==> src/rtl/fx3_burst_controller_if.sv <==
// ---------------------------------------------------------------------------
// fx3_burst_controller_if
// Handshake and status bundle between the FX3 burst controller and its
// surroundings (sample FIFO, FX3 GPIF, host control).
//
// Signals:
//   runEnable     host level, 1 = capture running
//   dataAvailable FIFO read-side used-words above threshold
//   fifoEmpty     FIFO read-side empty
//   fifoFull      FIFO full
//   fx3Ready      FX3 DMA buffer has space (watermark)
//   collectData   FIFO write enable level
//   readData      FIFO read request
//   fx3Write      data-bus word valid strobe to FX3
//   burstDone     one-cycle pulse with the last write of a burst
//   busy          controller active (not IDLE / ERROR)
//   errorFlag     sticky error indicator
//   errorCode     01 = overflow, 10 = underflow, 00 = none
//   burstCount    (BURST_STATS_EN only) completed bursts, wrapping
//   pauseCycles   (BURST_STATS_EN only) BURST cycles with fx3Ready low,
//                 saturating
//
// Modports: master = controller side, slave = environment side.
// Optional macro: BURST_STATS_EN adds the statistics signals.
// ---------------------------------------------------------------------------
interface fx3_burst_controller_if;
    logic        runEnable;
    logic        dataAvailable;
    logic        fifoEmpty;
    logic        fifoFull;
    logic        fx3Ready;
    logic        collectData;
    logic        readData;
    logic        fx3Write;
    logic        burstDone;
    logic        busy;
    logic        errorFlag;
    logic [1:0]  errorCode;
`ifdef BURST_STATS_EN
    logic [15:0] burstCount;
    logic [15:0] pauseCycles;

    modport master (
        input  runEnable, dataAvailable, fifoEmpty, fifoFull, fx3Ready,
        output collectData, readData, fx3Write, burstDone, busy,
               errorFlag, errorCode, burstCount, pauseCycles
    );
    modport slave (
        output runEnable, dataAvailable, fifoEmpty, fifoFull, fx3Ready,
        input  collectData, readData, fx3Write, burstDone, busy,
               errorFlag, errorCode, burstCount, pauseCycles
    );
`else
    modport master (
        input  runEnable, dataAvailable, fifoEmpty, fifoFull, fx3Ready,
        output collectData, readData, fx3Write, burstDone, busy,
               errorFlag, errorCode
    );
    modport slave (
        output runEnable, dataAvailable, fifoEmpty, fifoFull, fx3Ready,
        input  collectData, readData, fx3Write, burstDone, busy,
               errorFlag, errorCode
    );
`endif
endinterface

==> src/rtl/fx3_burst_controller.sv <==
// ---------------------------------------------------------------------------
// fx3_burst_controller
// Sequences the ADC-to-FX3 sample path in the fx3Clk domain: enables sample
// collection into the dual-clock FIFO, waits for the FIFO threshold, reads
// fixed-length bursts while the FX3 has buffer space, and produces the FX3
// write strobe aligned with the FIFO/converter read pipeline. Overflow and
// underflow are latched and stop collection until the host drops runEnable.
//
// Ports:
//   fx3Clk   FX3 interface clock (single clock domain)
//   reset    asynchronous, active-high reset
//   ctrlBus  fx3_burst_controller_if.master (handshake, strobes, status)
//
// Parameters:
//   BURST_LEN     words per burst (power of two, <= FIFO threshold + 1)
//   READ_LATENCY  cycles from readData to valid data word (1..4)
//   CNT_W         word counter width, 2**CNT_W >= BURST_LEN
//
// Optional macro: BURST_STATS_EN adds burstCount / pauseCycles outputs.
// ---------------------------------------------------------------------------
module fx3_burst_controller #(
    parameter int BURST_LEN    = 8192,
    parameter int READ_LATENCY = 2,
    parameter int CNT_W        = 14
) (
    input  logic                  fx3Clk,
    input  logic                  reset,
    fx3_burst_controller_if.master ctrlBus
);

    typedef enum logic [2:0] {
        IDLE      = 3'd0,
        WAIT_DATA = 3'd1,
        BURST     = 3'd2,
        FLUSH     = 3'd3,
        ERROR     = 3'd4
    } ctrlState_t;

    ctrlState_t              stateReg;
    ctrlState_t              stateNext;
    logic [CNT_W-1:0]        wordCountReg;
    logic [READ_LATENCY-1:0] readPipeReg;
    logic [READ_LATENCY-1:0] lastPipeReg;
    logic                    errorFlagReg;
    logic [1:0]              errorCodeReg;

    logic collectDataInt;
    logic readDataInt;
    logic busyInt;
    logic burstDoneInt;
    logic overflow;
    logic underflow;
    logic lastWord;
    logic burstEntry;
    logic errorEntry;
    logic pipeFlush;

    // Error sources. Overflow is checked first in every decision that
    // distinguishes the two, so it wins when both are present.
    assign overflow  = ctrlBus.fifoFull &&
                       (stateReg == WAIT_DATA || stateReg == BURST || stateReg == FLUSH);
    assign underflow = readDataInt && ctrlBus.fifoEmpty;

    assign lastWord     = readDataInt && (wordCountReg == CNT_W'(BURST_LEN - 1));
    // The tap that marks the final word emerges together with its fx3Write.
    assign burstDoneInt = lastPipeReg[READ_LATENCY-1];
    assign burstEntry   = (stateReg == WAIT_DATA) && (stateNext == BURST);
    assign errorEntry   = (stateNext == ERROR) && (stateReg != ERROR);
    assign pipeFlush    = (stateNext == ERROR);

    // ---------------- state register ----------------
    always_ff @(posedge fx3Clk or posedge reset) begin
        if (reset) begin
            stateReg <= IDLE;
        end else begin
            stateReg <= stateNext;
        end
    end

    // ---------------- next-state logic ----------------
    always_comb begin
        stateNext = stateReg;
        if (overflow || underflow) begin
            stateNext = ERROR;
        end else begin
            case (stateReg)
                IDLE: begin
                    if (ctrlBus.runEnable) stateNext = WAIT_DATA;
                end
                WAIT_DATA: begin
                    if (!ctrlBus.runEnable)
                        stateNext = IDLE;
                    else if (ctrlBus.dataAvailable && ctrlBus.fx3Ready)
                        stateNext = BURST;
                end
                BURST: begin
                    // runEnable is ignored here: a started burst always completes.
                    if (lastWord) stateNext = FLUSH;
                end
                FLUSH: begin
                    // Leaving on the final write gives exactly READ_LATENCY
                    // drain cycles after the last read.
                    if (burstDoneInt)
                        stateNext = ctrlBus.runEnable ? WAIT_DATA : IDLE;
                end
                ERROR: begin
                    if (!ctrlBus.runEnable) stateNext = IDLE;
                end
                default: stateNext = IDLE;
            endcase
        end
    end

    // ---------------- output logic ----------------
    always_comb begin
        collectDataInt = 1'b0;
        readDataInt    = 1'b0;
        busyInt        = 1'b0;
        case (stateReg)
            WAIT_DATA: begin
                collectDataInt = 1'b1;
                busyInt        = 1'b1;
            end
            BURST: begin
                collectDataInt = 1'b1;
                busyInt        = 1'b1;
                // A low watermark only pauses; words already in flight are
                // covered by the FX3 buffer margin.
                readDataInt    = ctrlBus.fx3Ready;
            end
            FLUSH: begin
                collectDataInt = 1'b1;
                busyInt        = 1'b1;
            end
            default: begin
                collectDataInt = 1'b0;
                readDataInt    = 1'b0;
                busyInt        = 1'b0;
            end
        endcase
    end

    assign ctrlBus.collectData = collectDataInt;
    assign ctrlBus.readData    = readDataInt;
    assign ctrlBus.busy        = busyInt;
    assign ctrlBus.fx3Write    = readPipeReg[READ_LATENCY-1];
    assign ctrlBus.burstDone   = burstDoneInt;
    assign ctrlBus.errorFlag   = errorFlagReg;
    assign ctrlBus.errorCode   = errorCodeReg;

    // ---------------- burst word counter ----------------
    always_ff @(posedge fx3Clk or posedge reset) begin
        if (reset) begin
            wordCountReg <= '0;
        end else if (burstEntry) begin
            wordCountReg <= '0;
        end else if (readDataInt) begin
            wordCountReg <= wordCountReg + CNT_W'(1);
        end
    end

    // ---------------- read-to-write delay line ----------------
    // Mirrors the FIFO q register plus converter register so fx3Write lines
    // up with valid data. Cleared when entering ERROR so nothing further is
    // strobed into the FX3.
    always_ff @(posedge fx3Clk or posedge reset) begin
        if (reset) begin
            readPipeReg <= '0;
            lastPipeReg <= '0;
        end else if (pipeFlush) begin
            readPipeReg <= '0;
            lastPipeReg <= '0;
        end else begin
            readPipeReg[0] <= readDataInt;
            lastPipeReg[0] <= lastWord;
            for (int i = READ_LATENCY - 1; i > 0; i--) begin
                readPipeReg[i] <= readPipeReg[i-1];
                lastPipeReg[i] <= lastPipeReg[i-1];
            end
        end
    end

    // ---------------- sticky error status ----------------
    always_ff @(posedge fx3Clk or posedge reset) begin
        if (reset) begin
            errorFlagReg <= 1'b0;
            errorCodeReg <= 2'b00;
        end else if (errorEntry) begin
            errorFlagReg <= 1'b1;
            errorCodeReg <= overflow ? 2'b01 : 2'b10;
        end else if (stateReg == ERROR && stateNext == IDLE) begin
            errorFlagReg <= 1'b0;
            errorCodeReg <= 2'b00;
        end
    end

`ifdef BURST_STATS_EN
    // ---------------- burst statistics ----------------
    logic [15:0] burstCountReg;
    logic [15:0] pauseCyclesReg;
    logic        statsClear;

    assign statsClear = (stateReg == IDLE) && (stateNext == WAIT_DATA);

    always_ff @(posedge fx3Clk or posedge reset) begin
        if (reset) begin
            burstCountReg  <= 16'h0000;
            pauseCyclesReg <= 16'h0000;
        end else if (statsClear) begin
            burstCountReg  <= 16'h0000;
            pauseCyclesReg <= 16'h0000;
        end else begin
            if (burstDoneInt)
                burstCountReg <= burstCountReg + 16'h0001;
            if (stateReg == BURST && !ctrlBus.fx3Ready && pauseCyclesReg != 16'hFFFF)
                pauseCyclesReg <= pauseCyclesReg + 16'h0001;
        end
    end

    assign ctrlBus.burstCount  = burstCountReg;
    assign ctrlBus.pauseCycles = pauseCyclesReg;
`endif

endmodule

==> src/flat_wrapper.sv <==
// flat-port wrapper written by rule: the top's interface ports become plain ports
module fx3_burst_controller_flat 
#(
    parameter int BURST_LEN    = 8192,
    parameter int READ_LATENCY = 2,
    parameter int CNT_W        = 14
)
  (fx3Clk, reset, ctrlBus_runEnable, ctrlBus_dataAvailable, ctrlBus_fifoEmpty, ctrlBus_fifoFull, ctrlBus_fx3Ready, ctrlBus_collectData, ctrlBus_readData, ctrlBus_fx3Write, ctrlBus_burstDone, ctrlBus_busy, ctrlBus_errorFlag, ctrlBus_errorCode);
  fx3_burst_controller_if ctrlBus_i ();
  input  logic fx3Clk;
  input  logic reset;
  input wire logic [$bits(ctrlBus_i.runEnable)-1:0] ctrlBus_runEnable;
  input wire logic [$bits(ctrlBus_i.dataAvailable)-1:0] ctrlBus_dataAvailable;
  input wire logic [$bits(ctrlBus_i.fifoEmpty)-1:0] ctrlBus_fifoEmpty;
  input wire logic [$bits(ctrlBus_i.fifoFull)-1:0] ctrlBus_fifoFull;
  input wire logic [$bits(ctrlBus_i.fx3Ready)-1:0] ctrlBus_fx3Ready;
  output wire logic [$bits(ctrlBus_i.collectData)-1:0] ctrlBus_collectData;
  output wire logic [$bits(ctrlBus_i.readData)-1:0] ctrlBus_readData;
  output wire logic [$bits(ctrlBus_i.fx3Write)-1:0] ctrlBus_fx3Write;
  output wire logic [$bits(ctrlBus_i.burstDone)-1:0] ctrlBus_burstDone;
  output wire logic [$bits(ctrlBus_i.busy)-1:0] ctrlBus_busy;
  output wire logic [$bits(ctrlBus_i.errorFlag)-1:0] ctrlBus_errorFlag;
  output wire logic [$bits(ctrlBus_i.errorCode)-1:0] ctrlBus_errorCode;
  assign ctrlBus_i.runEnable = ctrlBus_runEnable;
  assign ctrlBus_i.dataAvailable = ctrlBus_dataAvailable;
  assign ctrlBus_i.fifoEmpty = ctrlBus_fifoEmpty;
  assign ctrlBus_i.fifoFull = ctrlBus_fifoFull;
  assign ctrlBus_i.fx3Ready = ctrlBus_fx3Ready;
  assign ctrlBus_collectData = ctrlBus_i.collectData;
  assign ctrlBus_readData = ctrlBus_i.readData;
  assign ctrlBus_fx3Write = ctrlBus_i.fx3Write;
  assign ctrlBus_burstDone = ctrlBus_i.burstDone;
  assign ctrlBus_busy = ctrlBus_i.busy;
  assign ctrlBus_errorFlag = ctrlBus_i.errorFlag;
  assign ctrlBus_errorCode = ctrlBus_i.errorCode;
  fx3_burst_controller #(.BURST_LEN(BURST_LEN), .READ_LATENCY(READ_LATENCY), .CNT_W(CNT_W)) u_core (.fx3Clk(fx3Clk), .reset(reset), .ctrlBus(ctrlBus_i));
endmodule
==> config.mk <==
export PLATFORM = sky130hd
export DESIGN_NAME = fx3_burst_controller_flat
export DESIGN_NICKNAME = d
export VERILOG_FILES = /design/src/rtl/fx3_burst_controller_if.sv /design/src/rtl/fx3_burst_controller.sv /design/src/flat_wrapper.sv
export SDC_FILE = /design/constraint.sdc
export NUM_CORES = 1
export LEC_CHECK = 0
export BUFFER_PORTS_ARGS = -buffer_cell sky130_fd_sc_hd__buf_4
export CAP_MARGIN = 10
export CORE_AREA = 8 8 65 67
export DETAILED_ROUTE_END_ITERATION = 16
export DIE_AREA = 0 0 73 75
export SKIP_LAST_GASP = 1
export SYNTH_ARGS = -nofsm -noshare
export SYNTH_HDL_FRONTEND = slang
export SYNTH_SLANG_ARGS = --single-unit
==> constraint.sdc <==
create_clock -name fx3Clk -period 4.15 [get_ports fx3Clk]
set_clock_uncertainty 0.15 [all_clocks]
set_input_delay 0.6225 -clock fx3Clk [delete_from_list [all_inputs] [get_ports fx3Clk]]
set_output_delay 0.6225 -clock fx3Clk [all_outputs]
set_load 0.01 [all_outputs]
Yosys cells after proc, flatten, opt, wreduce, memory -nomap -nowiden

Cells that the tools add are included.

$add $sub $neg: 1
Eq/ne operators: 8
Multiplexer cells: 20
Reduce and logical (&&, ||, !) cells: 15

Operators with widths:

| operator                                                          | number |
|---|---|
| 14-bit 2-to-1 mux                                                 | 2 |
| 3-bit 2-to-1 mux                                                  | 7 |
| 3-bit one-hot mux with 5 select lines                             | 1 |
| 14-bit by 1-bit adder with 14-bit output, second input constant   | 1 |
| 14-bit by 13-bit == test with 1-bit output, second input constant | 1 |
| 2-bit 2-to-1 mux                                                  | 5 |
| 3-bit by 2-bit == test with 1-bit output, second input constant   | 3 |
| 1-bit logical AND                                                 | 7 |
| 3-bit == test, second input constant                              | 2 |
| 3-bit logical NOT                                                 | 2 |
| 1-bit 2-to-1 mux                                                  | 5 |
| 2-bit nonzero test                                                | 2 |
| 3-bit by 1-bit == test with 1-bit output, second input constant   | 1 |
| 1-bit logical OR                                                  | 3 |
| 3-bit != test, second input constant                              | 1 |
| 3-bit OR reduction                                                | 1 |

Register bits: 24
Input port bits: 7
Output and inout port bits: 8
Logic and storage cells: 50

Longest topological paths before layout

Depth in word-level cells: 10
Depth in mapped cells: 7
Mapped depth without buffers: 5

Worst setup path before layout

No wires, ideal clock.

Path kind: input -> register
Start point: input port ctrlBus_fx3Ready
End point: register u_core.stateReg[0]
Library setup time: 0.073 ns
Arrival time: 1.744 ns
Data required time: 3.927 ns
Path slack: 2.182 ns
Stages: 4
Path buffers: 0
Cell sequence: nand4bb_4 > or4_4 > or3_4 > a21oi_2

Cells in the longest elaborated chain, start to end: 5

Ends and longest elaborated chain:

| item                                                         | RTL line                                                | text |
|---|---|---|
| from (decl)                                                  | flat_wrapper.sv:16                                      | `input wire logic [$bits(ctrlBus_i.fx3Ready)-1:0] ctrlBus_fx3Ready;` |
| 1-bit 2-to-1 mux / 1-bit logical AND (equally long branches) | fx3_burst_controller.sv:119, fx3_burst_controller.sv:93 |  |
| 1-bit logical AND / 3-bit 2-to-1 mux (equally long branches) | fx3_burst_controller.sv:64, fx3_burst_controller.sv:93  |  |
| 3-bit 2-to-1 mux, on equally long branches                   | fx3_burst_controller.sv:98, fx3_burst_controller.sv:91  |  |
| 3-bit one-hot mux with 5 select lines                        | fx3_burst_controller.sv:86                              | `case (stateReg)` |
| 3-bit 2-to-1 mux *                                           | fx3_burst_controller.sv:83                              | `if (overflow \|\| underflow) begin` |
| via u_core.stateNext[0]                                      | fx3_burst_controller.sv:40                              | `ctrlState_t stateNext;` |
| to (signal assigned)                                         | fx3_burst_controller.sv:76                              | `stateReg <= stateNext;` |
| to (decl)                                                    | fx3_burst_controller.sv:39                              | `ctrlState_t stateReg;` |

The timed path passes the listed nets; every way through them passes the cells marked *.
A chain may end at the register's enable or synchronous reset.

Worst setup path after layout

Start point: register u_core.stateReg[2]
End point: output port ctrlBus_readData

Cells in the longest elaborated chain, start to end: 2

Ends and longest elaborated chain:

| item                                     | RTL line                    | text |
|---|---|---|
| 3-bit by 2-bit == test with 1-bit output | fx3_burst_controller.sv:119 | `case (stateReg)` |
| 1-bit 2-to-1 mux                         | fx3_burst_controller.sv:119 |  |
| to (decl)                                | flat_wrapper.sv:18          | `output wire logic [$bits(ctrlBus_i.readData)-1:0] ctrlBus_readData;` |

No other way between the ends.

==> results.ini <==
[run_status]
status = finished clean

[yosys]
synthXorXnorAreaFrac = 0.0792
synth-edff-count = 0
yosysWarnings = 0
async_flop_share = 1.00
synth_adder_area_share = 0.0103
synth-simple-area-share = 0.249
synth_mux_area_frac = 0
ys_ff_latch = 24
synthCells = 125
synth_top_cell_area_share = 0.494
synth_top_family_by_area = simple AND/OR/NAND/NOR gates
ys.flop_type = dfrtp_1
yosysSeqAreaShare = 0.494
synth_area_leader_cell = dfrtp_1
postSynthAreaPerCell_um2 = 9.73
syn_nets = 133
synth_area_leaders = dfrtp_1, nor2_1, xnor2_1
synth_compound_area_frac = 0.112
synth.distinct_cells = 34
netlist_area_um2 = 1220

[placement]
place_congestion = 0.805
port_buffers = 14
place_ws_ps = 1900
hpwl_mm = 1.64

[floorplanning]
row_count = 21
initial_core_util = 0.376
core_area_um2 = 3230
die-area_um2 = 5480
die_h_um = 75
io_pins = 15
die_x_um = 73

[clock_tree]
clkTransAtPathRegs_ps = 130
cts_buffers = 3
cts_hold_buffers = 0
insertion_delay_ps = 310
cts_tree = built
cts_buffer_depth = 2
root_buffer = clkbuf_4
cts.sinks = 24
htree_levels = 1
ctsResizeCount = 0
cts_setup_buffers = 0

[run]
drv_cap = 0

[worst_setup_path]
r2r_cells = 4
cp.arrival_ps = 1540
regToRegSetupSlack_ps = 1980
end_kind = output port
required_ps = 3380
crit_path_max_fanout = 11
worstReg2RegEnd = u_core.wordCountReg[12]
timing.rr.start = u_core.stateReg[2]
startpoint_type = register
critical_path_class = reg2out

[global_routing]
overflow = 0
grt_util_all_layers = 0.0900
grt_pass1_vias = 892
grt_max_degree = 25
busiest_layer = met2
grtUsageMet3 = 0.0213
gr-usage-met2 = 0.146
grt_pass1_wl_mm = 3.91
met1_usage = 0.109
antenna_found_initial = 0

[drt]
drt_wl_total_mm = 2.22
via_count = 913
drtAntennaViolNets = 0
route.detailed.drc = 0
wire_per_inst_um = 12.0
vias_per_cell = 4.94
drt_iter0_drc = 19
firstDrtPassIters = 5

[cells_and_area]
layout_common_cells = dfrtp_1, nor2_1, buf_4
drive_above_1_share = 0.194
syn2layout_area_growth_pct = 13.6
final_nets = 148
final_common_cell = dfrtp_1
insertedDiodeCount = 0

[sta]
slew_headroom = 0.374
fmax_mhz = 433
setup_violations = 0
layout_setup_ws_ps = 1840
period_needed_ps = 2310
rsz0062_at_grt = false
period_share = 0.556
final_max_slew_viol_count = 0
setup_tns_ps = 0
hold_viol = 0
worst_slew_pin_slew_ps = 936

[power]
powerDensity_nw_per_um2 = 444
peakVddDrop_mv = 0.124
power_leakage_uw = 0.000610

[min_path]
hold_class = in2async

-- sequential cells by signal, summed over array words and instances (netlist names) --
signal,count
u_core.ctrlBus.errorCode,2
u_core.wordCountReg,14
u_core.stateReg,3
u_core.lastPipeReg,2
u_core.readPipeReg,2
u_core.ctrlBus.errorFlag,1
-- power breakdown --
part | switching, uW | internal (uW)
combinational | 91.4 | 92.2
sequential | 39.4 | 267
clock | 69.9 | 53.7
-- kinds of logic after synthesis --
group                      after synthesis
buffers and inverters                   13
DFF                                     24
and+or+nand+nor                         56
AOI/OAI and AO/OA                       20
adders and majority gates                1
xor gates and xnor gates                11
-- metrics by stage --
stage / area, um2 / std cells / total power [uW] / util / hold slack [ps]
finish: 1380 / 185 / 614 / 0.427 / 326
global route: 1380 / 185 / 659 / 0.427 / 359
CTS: 1380 / 185 / 620 / 0.427 / 332
detailed placement: 1350 / 181 / 500 / 0.416 / 313
global placement: 1350 / 181 / 495 / 0.416 / 309
floorplan: 1220 / 125 / 443 / - / 298
-- synth_stat cells (2+ instances only) --
cell and n:
xnor2_1 7, nor4_1 3, buf_6 2, xor2_1 4, a21oi_1 7, nand2_1 10, nor2_1 21, a221oi_1 3
dfrtp_1 24, o21ai_0 2, nand4_1 4, inv_1 9, or2_2 2, nor3_1 3, a211oi_1 2, nand3_1 4
-- area by class of cell --
cell class / instances / area [um2]
clock buffer: 4 / 36.3
fill: 319 / 1850
inverter: 9 / 33.8
multi-input combinational: 88 / 548
sequential: 24 / 601
tap: 46 / 57.6
timing repair buffer: 14 / 105
-- worst max-delay path: stages, from the launching register on --
cell,delay (ps)
dfrtp_1,500
nand4bb_4,360
inv_1,210
buf_4,150
-- layer usage --
metal | share of wire | vias up
met4 | 0.021 | 0
met2 | 0.45 | 20
met3 | 0.056 | 5
li1 | - | 458
met1 | 0.47 | 430
met5 | 0 | -
-- worst max path at each step --
stage,start,slack (ps),cells after the start,to
2_1_floorplan,ctrlBus_fx3Ready,2180,4,u_core.stateReg[0]
3_3_place_gp,ctrlBus_fx3Ready,1930,5,u_core.stateReg[0]
3_5_place_dp,ctrlBus_fx3Ready,1900,5,u_core.stateReg[0]
4_1_cts,u_core.stateReg[2],1820,3,ctrlBus_readData
5_1_grt,u_core.stateReg[2],1730,3,ctrlBus_readData
6_report,u_core.stateReg[2],1840,3,ctrlBus_readData
No activity file was read; power rests on OpenSTA's default activity.
